===== config.mk =====
export PLATFORM = sky130hd
export DESIGN_NAME = capture_dump_reader_flat
export DESIGN_NICKNAME = d
export VERILOG_FILES = /design/src/rtl/capture_pkg.sv /design/src/rtl/capture_dump_reader_if.sv /design/src/rtl/circ_addr_ctr.sv /design/src/rtl/capture_dump_reader.sv /design/src/flat_wrapper.sv
export SDC_FILE = /design/constraint.sdc
export NUM_CORES = 1
export LEC_CHECK = 0
export BUFFER_PORTS_ARGS = -buffer_cell sky130_fd_sc_hd__buf_2
export CORE_MARGIN = 2
export CORE_UTILIZATION = 55
export CTS_CLUSTER_SIZE = 14
export DETAILED_ROUTE_END_ITERATION = 7
export GPL_TIMING_DRIVEN = 0
export PLACE_DENSITY = 0.84
export SYNTH_ARGS = -nofsm -noshare
export SYNTH_HDL_FRONTEND = slang
export SYNTH_SLANG_ARGS = --single-unit

===== constraint.sdc =====
create_clock -name clk -period 3.2 [get_ports clk]
set_input_delay 0.16 -clock clk [delete_from_list [all_inputs] [get_ports clk]]
set_output_delay 0.16 -clock clk [all_outputs]
set_load 0.01 [all_outputs]

===== src/rtl/capture_pkg.sv =====
// Shared types and helpers for the capture RAM dump reader.
//   state_e        : dump FSM state encoding
//   DefaultEntries : default number of valid RAM locations
//   DefaultLog2    : default RAM address width
//   wrap_inc()     : circular increment that wraps at an arbitrary entry count
package capture_pkg;

  localparam int unsigned DefaultEntries = 384;
  localparam int unsigned DefaultLog2    = 9;

  typedef enum logic [2:0] {
    StIdle,
    StRead,
    StSend,
    StWaitTx,
    StDone
  } state_e;

  // next(a): entries need not be a power of two, so wrap explicitly.
  function automatic int unsigned wrap_inc(input int unsigned a, input int unsigned entries);
    return (a == entries - 1) ? 0 : a + 1;
  endfunction

endpackage


===== src/rtl/capture_dump_reader_if.sv =====
// Bundle of the dump reader's control, RAM read and UART transmit signals.
//   master : the dump reader (drives raddr, tx_data, trmt, busy, done)
//   slave  : its environment (capture FSM, RAM queue, UART)
interface capture_dump_reader_if #(
  parameter int unsigned LOG2 = capture_pkg::DefaultLog2
);
  logic            start;
  logic [LOG2-1:0] start_addr;
  logic [LOG2:0]   dump_len;
  logic [LOG2-1:0] raddr;
  logic [7:0]      rdata;
  logic [7:0]      tx_data;
  logic            trmt;
  logic            tx_done;
  logic            busy;
  logic            done;

  modport master (
    input  start, start_addr, dump_len, rdata, tx_done,
    output raddr, tx_data, trmt, busy, done
  );

  modport slave (
    output start, start_addr, dump_len, rdata, tx_done,
    input  raddr, tx_data, trmt, busy, done
  );
endinterface


===== src/rtl/circ_addr_ctr.sv =====
// Loadable circular address counter wrapping at ENTRIES.
//   clk, rst_n : clock, async active-low reset (addr resets to 0)
//   load       : load load_val (reduced by ENTRIES once if out of range)
//   load_val   : address to load
//   inc        : advance to next(addr); load has priority
//   addr       : registered current address, always < ENTRIES
module circ_addr_ctr
  import capture_pkg::*;
#(
  parameter int unsigned ENTRIES = DefaultEntries,
  parameter int unsigned LOG2    = DefaultLog2
) (
  input  logic            clk,
  input  logic            rst_n,
  input  logic            load,
  input  logic [LOG2-1:0] load_val,
  input  logic            inc,
  output logic [LOG2-1:0] addr
);

  localparam logic [LOG2-1:0] EntriesA = LOG2'(ENTRIES);

  logic [LOG2-1:0] addr_q, addr_d;

  always_comb begin
    addr_d = addr_q;
    if (load) begin
      // When ENTRIES == 2^LOG2, EntriesA is 0 and the subtraction is a no-op.
      addr_d = (load_val >= EntriesA) ? load_val - EntriesA : load_val;
    end else if (inc) begin
      addr_d = LOG2'(wrap_inc(32'(addr_q), ENTRIES));
    end
  end

  always_ff @(posedge clk or negedge rst_n) begin
    if (!rst_n) begin
      addr_q <= '0;
    end else begin
      addr_q <= addr_d;
    end
  end

  assign addr = addr_q;

endmodule


===== src/rtl/capture_dump_reader.sv =====
// Streams a completed capture from the circular RAM queue to the UART,
// oldest sample first.
//   clk, rst_n : clock, async active-low reset (aborts a dump, no done)
//   bus        : master side of capture_dump_reader_if
//                start/start_addr/dump_len : dump request, sampled in idle
//                raddr/rdata               : RAM read port
//                tx_data/trmt/tx_done      : UART transmit handshake
//                busy/done                 : dump status
module capture_dump_reader
  import capture_pkg::*;
#(
  parameter int unsigned ENTRIES = DefaultEntries,
  parameter int unsigned LOG2    = DefaultLog2,
  parameter int unsigned RD_LAT  = 2
) (
  input  logic                  clk,
  input  logic                  rst_n,
  capture_dump_reader_if.master bus
);

  localparam int unsigned   LatW       = (RD_LAT > 1) ? $clog2(RD_LAT) : 1;
  localparam logic [LatW-1:0] LatLast  = LatW'(RD_LAT - 1);
  localparam logic [LOG2:0] EntriesLen = (LOG2 + 1)'(ENTRIES);

  state_e          state_q, state_d;
  logic [LOG2:0]   rem_q, rem_d;
  logic [LatW-1:0] lat_q, lat_d;
  logic [7:0]      tx_data_q, tx_data_d;
  logic            trmt_q, trmt_d;
  logic            done_q, done_d;
  logic            busy_q, busy_d;

  logic            addr_load;
  logic            addr_inc;
  logic [LOG2-1:0] raddr;
  logic [LOG2:0]   len_norm;

  assign len_norm = (bus.dump_len > EntriesLen) ? EntriesLen : bus.dump_len;

  circ_addr_ctr #(
    .ENTRIES (ENTRIES),
    .LOG2    (LOG2)
  ) u_addr (
    .clk      (clk),
    .rst_n    (rst_n),
    .load     (addr_load),
    .load_val (bus.start_addr),
    .inc      (addr_inc),
    .addr     (raddr)
  );

  always_comb begin
    state_d   = state_q;
    rem_d     = rem_q;
    lat_d     = lat_q;
    tx_data_d = tx_data_q;
    busy_d    = busy_q;
    addr_load = 1'b0;
    addr_inc  = 1'b0;

    unique case (state_q)
      StIdle: begin
        if (bus.start) begin
          addr_load = 1'b1;
          rem_d     = len_norm;
          lat_d     = '0;
          busy_d    = 1'b1;
          state_d   = (len_norm == '0) ? StDone : StRead;
        end
      end
      StRead: begin
        lat_d = lat_q + 1'b1;
        if (lat_q == LatLast) begin
          tx_data_d = bus.rdata;
          state_d   = StSend;
        end
      end
      StSend: begin
        addr_inc = 1'b1;
        rem_d    = rem_q - 1'b1;
        state_d  = StWaitTx;
      end
      StWaitTx: begin
        if (bus.tx_done) begin
          if (rem_q == '0) begin
            state_d = StDone;
          end else begin
            lat_d   = '0;
            state_d = StRead;
          end
        end
      end
      StDone: begin
        busy_d  = 1'b0;
        state_d = StIdle;
      end
      default: state_d = StIdle;
    endcase

    // Pulse outputs are decoded from the next state so they are flop outputs
    // that coincide exactly with the SEND / DONE cycles.
    trmt_d = (state_d == StSend);
    done_d = (state_d == StDone);
  end

  always_ff @(posedge clk or negedge rst_n) begin
    if (!rst_n) begin
      state_q   <= StIdle;
      rem_q     <= '0;
      lat_q     <= '0;
      tx_data_q <= '0;
      trmt_q    <= 1'b0;
      done_q    <= 1'b0;
      busy_q    <= 1'b0;
    end else begin
      state_q   <= state_d;
      rem_q     <= rem_d;
      lat_q     <= lat_d;
      tx_data_q <= tx_data_d;
      trmt_q    <= trmt_d;
      done_q    <= done_d;
      busy_q    <= busy_d;
    end
  end

  assign bus.raddr   = raddr;
  assign bus.tx_data = tx_data_q;
  assign bus.trmt    = trmt_q;
  assign bus.done    = done_q;
  assign bus.busy    = busy_q;

endmodule

===== src/flat_wrapper.sv =====
// flat-port wrapper written by rule: the top's interface ports become plain ports
module capture_dump_reader_flat import capture_pkg::*;
#(
  parameter int unsigned ENTRIES = DefaultEntries,
  parameter int unsigned LOG2    = DefaultLog2,
  parameter int unsigned RD_LAT  = 2
)
  (clk, rst_n, bus_start, bus_start_addr, bus_dump_len, bus_rdata, bus_tx_done, bus_raddr, bus_tx_data, bus_trmt, bus_busy, bus_done);
  capture_dump_reader_if #(.LOG2(LOG2)) bus_i ();
  input  logic clk;
  input  logic rst_n;
  input wire logic [$bits(bus_i.start)-1:0] bus_start;
  input wire logic [$bits(bus_i.start_addr)-1:0] bus_start_addr;
  input wire logic [$bits(bus_i.dump_len)-1:0] bus_dump_len;
  input wire logic [$bits(bus_i.rdata)-1:0] bus_rdata;
  input wire logic [$bits(bus_i.tx_done)-1:0] bus_tx_done;
  output wire logic [$bits(bus_i.raddr)-1:0] bus_raddr;
  output wire logic [$bits(bus_i.tx_data)-1:0] bus_tx_data;
  output wire logic [$bits(bus_i.trmt)-1:0] bus_trmt;
  output wire logic [$bits(bus_i.busy)-1:0] bus_busy;
  output wire logic [$bits(bus_i.done)-1:0] bus_done;
  assign bus_i.start = bus_start;
  assign bus_i.start_addr = bus_start_addr;
  assign bus_i.dump_len = bus_dump_len;
  assign bus_i.rdata = bus_rdata;
  assign bus_i.tx_done = bus_tx_done;
  assign bus_raddr = bus_i.raddr;
  assign bus_tx_data = bus_i.tx_data;
  assign bus_trmt = bus_i.trmt;
  assign bus_busy = bus_i.busy;
  assign bus_done = bus_i.done;
  capture_dump_reader #(.ENTRIES(ENTRIES), .LOG2(LOG2), .RD_LAT(RD_LAT)) u_core (.clk(clk), .rst_n(rst_n), .bus(bus_i));
endmodule

==> results of run 1 <==
[final cells by class]
class / instances / area [µm²]
Inverter: 6 / 22.52
Sequential cell: 34 / 850.8
Multi-Input combinational cell: 129 / 875.8
Timing Repair Buffer: 51 / 260.3
Fill cell: 240 / 857.1
Clock buffer: 6 / 51.30
Tap cell: 44 / 55.05
Clock inverter: 2 / 60.06
Buffer: 8 / 45.04
[state kept, by name (all words and copies together), names as in the netlist]
name                count
u_core.state_q          3
u_core.lat_q            1
u_core.bus.done         1
u_core.bus.tx_data      8
u_core.rem_q           10
u_core.u_addr.addr      9
u_core.bus.trmt         1
u_core.bus.busy         1
[routing by layer]
| metal | global-route usage, % | vias up | wire length [µm] |
|---|---|---|---|
| li1 | - | 778 | - |
| met1 | 33.06 | 783 | 1754 |
| met2 | 36.93 | 61 | 1924 |
| met3 | 6.303 | 6 | 289 |
| met4 | 8.075 | 0 | 53 |
| met5 | 0 | - | 0 |
[cell usage in the layout, fill, tap and decap left out, types with 3 or more instances in the layout]
cell type,instances
nand3b_1,3
mux2_2,9
o21ai_0,8
buf_2,56
o31ai_1,6
nor2_1,9
nand3_1,6
a221o_1,5
a31oi_1,3
nand2_1,19
or3_1,3
o211ai_1,3
clkbuf_4,5
a21oi_1,10
inv_1,6
dfrtp_1,34
nor4_1,3
nor3_1,10
[power breakdown]
part,total [mW],internal [mW],switching [mW]
Combinational,0.837,0.396,0.441
Clock,0.419,0.265,0.154
Sequential,0.793,0.617,0.176
[stage by stage]
step                cells  total power, mW  utilization (%)  hold WS (ns)
floorplan             177            1.356                -       -0.1356
global placement      271            1.604            68.21        0.2656
detailed placement    271            1.633            68.21        0.2669
CTS                   280            2.053            72.15      0.001543
global route          280            2.204            72.15       0.02686
finish                280            2.049            72.15       0.01233
[logic make-up (layout without fill, tap and decap cells)]
family / Yosys count / in the layout / share of synthesized area (%)
simple gates: 72 / 72 / 24.34
fa+ha+maj: 2 / 2 / 1.394
mux: 9 / 9 / 5.649
compound gates: 44 / 44 / 16.46
buf+inv: 14 / 73 / 3.765
xor+xnor: 2 / 2 / 0.9765
flops: 34 / 34 / 47.42
[critical path, delay by kind of cell (launching register included)]
kind                       cells  cell delay [ns]
AOI/OAI and AO/OA              1             0.26
and+or+nand+nor                3             0.99
DFF                            1             0.44
buffers and inverters          1             0.07
adders and majority gates      1             0.19
[worst min-delay path by stage]
stage	end	depth (start not counted)	slack, ns
floorplan	u_core.bus.busy	0	-0.14
global placement	u_core.bus.tx_data[1]	1	0.27
detailed placement	u_core.bus.tx_data[1]	1	0.27
CTS	u_core.u_addr.addr[2]	3	0.002
global route	u_core.bus.tx_data[6]	2	0.03
finish	u_core.u_addr.addr[2]	3	0.01
[repair_timing]
item / CTS / global route
hold buffers: 1 / 0
setup endpoints to repair: 0 / 0
buffers inserted: 0 / 0
hold endpoints to repair: 34 / 0
==> flow_metrics.tcl, run 1 <==
set metrics [dict create \
    p_per_area_nw_per_um2 922.8 \
    finalCritPeriodShare_pct 64.08 \
    drtPass1Iterations 5 \
    antenna_found_initial 0 \
    path_cells "inv_1, ha_1, or4b_4, nor3_1, nand4_1, a22o_1" \
    via_per_inst 5.814 \
    tritoncts "yes" \
    root_buffer "clkbuf_4" \
    grt_pass1_wl_um 6479 \
    synth_edf_count 0 \
    dp_hpwl_um 2894 \
    synth_nets 210 \
    die_area_um2 3735 \
    routabilityCongestion 0.8499 \
    diodes 0 \
    syn_area_um2 1794 \
    start_util_pct 58.29 \
    power.leakage_nw 0.9857 \
    synthTopCellsByCount "dfrtp_1, nand2_1, a21oi_1, nor3_1" \
    clk_pin_slew_ns 0.12 \
    h-tree-depth 2 \
    slew_headroom_pct 49.72 \
    grt.overflow.total 0 \
    final_area_um2 2221 \
    startpoint_type "register" \
    yosys-top-cells-area "dfrtp_1, mux2_2, nand2_1, a21oi_1, a221o_1" \
    synth_top_area_share_pct 47.42 \
    vdd_ir_drop_max_mv 0.4297 \
    grt_use_total_pct 23.97 \
    final.setup.tns_ns 0 \
    drv_slew 0 \
    cts-buffers-inserted 5 \
    nets 268 \
    startpoint "u_core.rem_q[0]" \
    fin_skew_ns 0.01239 \
    syn_area_per_cell_um2 10.14 \
    yosys_most_used_dff "dfrtp_1" \
    drive_gt1_share_pct 36.02 \
    crit_slowest_cell "or4b_4" \
    worstPathArrival_ns 2.29 \
    cp_max_fo 5 \
    crit_end "u_core.state_q[0]" \
    criticalPathCategory "reg2reg" \
    required_ns 3.44 \
    grt_max_degree 35 \
    io_pins 51 \
    die_w_um 61.12 \
    worstReg2RegStart "u_core.rem_q[0]" \
    r2r_end "u_core.state_q[0]" \
    status "finished clean" \
    cp-end-kind "register" \
    synth_cell_type_count 46 \
    clock_tree.buffer_depth 2 \
    clock_sinks 34 \
    routed_wirelength_um 4022 \
    post_cts_resize_count 0 \
    worstSkewPairLatency_ns 0.35 \
    avgRoutedWirePerCell_um 14.36 \
    row_count 20 \
    fp.dieH_um 61.12 \
    area_growth_syn_to_layout_pct 23.78 \
    max-cap-violations 0 \
    preCtsSetupSlack_ns 1.212 \
    hold_class "in2reg" \
    yosysWarnings 0 \
    num_vias 1628 \
    fin_ws_ns 1.150 \
    max_freq_mhz 487.7 \
    coreArea_um2 3078 \
    yosysSeqAreaShare_pct 47.42 \
    ant_nets 0 \
    fin_crit_ns 2.050 \
    tightest_slew_ns 0.7542 \
    min-delay-start "bus_start_addr[2]" \
    remaining_drc_errors 0 \
    max_stage_delay_ns 0.51 \
    yosysMostFrequentCell "dfrtp_1" \
    async_flop_share_pct 100.0 \
    synth_cells 177 \
    grt_pass1_vias 1444 \
    placement.io_buffers 50 \
    r2r_cells 6 \
    final-hold-violation-count 0 \
    synth-seq-cells 34 \
    drt_iter0_markers 84 \
    detailed_place.area_um2 2100 \
    reg2reg_slack_ns 1.15 \
    setup_viol 0 \
    yosysTopAreaCell "dfrtp_1" \
    grt_setup_unrepaired "false" \
]
(Power assumes the default switching activity.)
==> inputs of run 2 (changes only) <==
--- a/config.mk
+++ b/config.mk
@@ -5,13 +5,14 @@
 export SDC_FILE = /design/constraint.sdc
 export NUM_CORES = 1
 export LEC_CHECK = 0
+export ABC_AREA = 1
 export BUFFER_PORTS_ARGS = -buffer_cell sky130_fd_sc_hd__buf_2
 export CORE_MARGIN = 2
-export CORE_UTILIZATION = 55
+export CORE_UTILIZATION = 52
 export CTS_CLUSTER_SIZE = 14
 export DETAILED_ROUTE_END_ITERATION = 7
 export GPL_TIMING_DRIVEN = 0
-export PLACE_DENSITY = 0.84
+export PLACE_DENSITY = 0.79
 export SYNTH_ARGS = -nofsm -noshare
 export SYNTH_HDL_FRONTEND = slang
 export SYNTH_SLANG_ARGS = --single-unit
==> constraint.sdc (replaced) <==
create_clock -name clk -period 2.1 [get_ports clk]
set_input_delay 0.105 -clock clk [delete_from_list [all_inputs] [get_ports clk]]
set_output_delay 0.105 -clock clk [all_outputs]
set_load 0.01 [all_outputs]
==> run 2 against run 1 <==
  * Count of clock-buffer cells in the layout is 1 lower
  * Largest cell class unchanged
  * Critical path depth grew 1
  * Synthesized cell count grew 54%
  * Fmax up 38%
  * Cell count increased by 35%
  * Core utilization decreased by 6.3 points
  * Critical endpoint is now u_core.bus.done
  * Global-route usage fell by 1.8 points
  * Register-to-register slack got worse by 0.53 ns
  * Largest power group unchanged
  * Clock power increased by 44%
  * Worst setup slack got worse by 0.53 ns
  * First-iteration DRC count grew 110%
  * Wire length increased by 6.8%
  * Highest routed layer unchanged
==> flow_metrics.tcl, run 2 <==
set metrics [dict create \
    hold_end "u_core.bus.tx_data[2]" \
    yosys_most_used_dff "dfrtp_1" \
    post_cts_resize_count 0 \
    cp-end-kind "register" \
    grt_pass1_wl_um 7376 \
    yosysMostFrequentCell "nand2_1" \
    sequentialPowerShare_pct 34.5 \
    path_cells "inv_1, ha_1, nand3_1, nor2_1, nand4_1, or2_1, nand2_1" \
    status "finished clean" \
    final_area_um2 2394 \
    slew_headroom_pct 50.53 \
    r2r_end "u_core.bus.done" \
    synth.area.mux_share_pct 0 \
    synth_cell_type_count 31 \
    cts-buffers-inserted 5 \
    ant_nets 0 \
    grt.overflow.total 0 \
    async_flop_share_pct 100.0 \
    max-cap-violations 0 \
    drt_iter0_markers 173 \
    grt_max_degree 35 \
    p_comb_share_pct 47.3 \
    synth_top_family_by_area "simple AND/OR/NAND/NOR gates" \
    max_freq_mhz 674.6 \
    die_w_um 65.39 \
    drive_gt1_share_pct 22.96 \
    synthAdderAreaFrac_pct 1.277 \
    hold_class "in2reg" \
    largest_reg_flops 10 \
    regMostFlops "u_core.rem_q" \
    power.leakage_nw 1.312 \
    min-delay-start "bus_rdata[2]" \
    reg2reg_slack_ns 0.62 \
    p_per_area_nw_per_um2 1395 \
    p_switching_mw 1.428 \
    worstPathArrival_ns 1.71 \
    power.internal_mw 1.911 \
    via_per_inst 5.053 \
    synth_top_area_share_pct 43.42 \
    crit_slowest_cell "dfrtp_1" \
    nets 363 \
    row_count 22 \
    antenna_found_initial 0 \
    startpoint_type "register" \
    max_stage_delay_ns 0.39 \
    fp.dieH_um 65.39 \
    grt_setup_unrepaired "false" \
    yosys-top-cells-area "dfrtp_1, nand2_1, inv_1, nand3_1, nor2_1" \
    area_growth_syn_to_layout_pct 22.16 \
    die_area_um2 4275 \
    drv_slew 0 \
    avgRoutedWirePerCell_um 11.33 \
    final.setup.tns_ns 0 \
    synth_nets 305 \
    grt_pass1_vias 1738 \
    synthTopCellsByCount "nand2_1, dfrtp_1, inv_1, nand3_1, nor2_1" \
    placement.io_buffers 50 \
    clk_pin_slew_ns 0.07 \
    mostFrequentLayoutCells "nand2_1, buf_2, dfrtp_1" \
    worstReg2RegStart "u_core.rem_q[0]" \
    vdd_ir_drop_max_mv 0.5464 \
    drtPass1Iterations 4 \
    routabilityCongestion 0.8280 \
    syn_area_um2 1959 \
    swShare_pct 42.77 \
    coreArea_um2 3633 \
    io_pins 51 \
    criticalPathCategory "reg2reg" \
    synth-seq-cells 34 \
    worstSkewPairLatency_ns 0.28 \
    num_vias 1915 \
    synth_cells 272 \
    synthXorXnorAreaFrac_pct 1.341 \
    synth_simple_gate_area_share_pct 33.97 \
    tritoncts "yes" \
    root_buffer "clkbuf_8" \
    synth-compound-area-share_pct 9.962 \
    fin_skew_ns 0.002760 \
    required_ns 2.33 \
    yosysWarnings 0 \
    syn_area_per_cell_um2 7.204 \
    cp_max_fo 4 \
    holdPathStages 3 \
    final_common_cell "nand2_1" \
    clock_tree.buffer_depth 2 \
    grt_use_total_pct 22.19 \
    routed_wirelength_um 4295 \
    r2r_cells 7 \
    synth_edf_count 0 \
    detailed_place.area_um2 2270 \
    finalCritPeriodShare_pct 70.59 \
    fin_crit_ns 1.482 \
    dp_hpwl_um 3201 \
    clockPowerShare_pct 18.1 \
    yosysTopAreaCell "dfrtp_1" \
    setup_viol 0 \
    diodes 0 \
    start_util_pct 53.93 \
    clock_sinks 34 \
    h-tree-depth 2 \
    final-hold-violation-count 0 \
    remaining_drc_errors 0 \
    tightest_slew_ns 0.7421 \
    yosysSeqAreaShare_pct 43.42 \
]
==> run 2: timing repair <==
action | CTS | global route
hold buffers | 1 | 0
hold endpoints to repair | 34 | 0
buffers inserted | 0 | 0
==> run 2: power groups by stage <==
stage	logic, mW	clock network [mW]	registers (mW)
2_1_floorplan	1.07	0	1.21
3_5_place_dp	1.58	0	1.16
3_3_place_gp	1.55	0	1.16
6_report	1.58	0.605	1.15
4_1_cts	1.59	0.612	1.15
5_1_grt	1.80	0.654	1.19
==> run 2: final cells by class <==
cell class	instances	area, µm²
fillers	349	1240
multi-input cells	194	912.1
flip-flops and latches	34	850.8
repair buffers	51	260.3
inverters	38	145.1
clock buffers	5	68.82
well taps	48	60.06
plain buffers	6	51.30
clock inverters	3	45.04
==> run 2: cells by family (layout without fill, tap and decap cells) <==
kind of cell | Yosys count | count (layout)
and+or+nand+nor | 154 | 154
AOI/OAI and AO/OA | 35 | 35
buffers and inverters | 44 | 103
DFF | 34 | 34
adders and majority gates | 2 | 2
xor gates and xnor gates | 3 | 3
==> run 2: worst max-delay path by stage <==
| stage | cells past startpoint | endpoint | start | slack, ns |
|---|---|---|---|---|
| 4_1_cts | 7 | u_core.bus.done | u_core.rem_q[0] | 0.61 |
| 6_report | 7 | u_core.bus.done | u_core.rem_q[0] | 0.62 |
| 3_5_place_dp | 7 | u_core.bus.done | u_core.rem_q[0] | 0.64 |
| 3_3_place_gp | 7 | u_core.bus.done | u_core.rem_q[0] | 0.65 |
| 2_1_floorplan | 6 | u_core.u_addr.addr[8] | u_core.u_addr.addr[0] | 0.78 |
| 5_1_grt | 8 | u_core.u_addr.addr[3] | u_core.u_addr.addr[1] | 0.48 |
==> run 2: per-stage QoR <==
step,hold WS [ns],worst slack [ns],power (mW),utilization (%),cells
2_1_floorplan,-0.1906,0.7762,2.280,-,272
3_3_place_gp,0.2205,0.6452,2.705,62.47,370
3_5_place_dp,0.2203,0.6356,2.746,62.47,370
4_1_cts,0.008548,0.6111,3.355,65.87,379
5_1_grt,0.004442,0.4759,3.652,65.87,379
6_report,0.01573,0.6176,3.338,65.87,379
==> run 2: layer usage <==
| metal | track usage [%] | part of all wire, % | up-vias |
|---|---|---|---|
| met5 | 0 | 0 | - |
| met4 | 6.250 | 0.72 | 0 |
| met3 | 4.110 | 5.4 | 5 |
| li1 | - | - | 985 |
| met1 | 29.01 | 47 | 878 |
| met2 | 37.63 | 47 | 47 |
==> run 2: worst max-delay path: cells and delay by family (launching register included) <==
family,cells,cell delay (ns)
fa+ha+maj,1,0.20
buf+inv,1,0.08
flops,1,0.39
simple gates,5,0.76
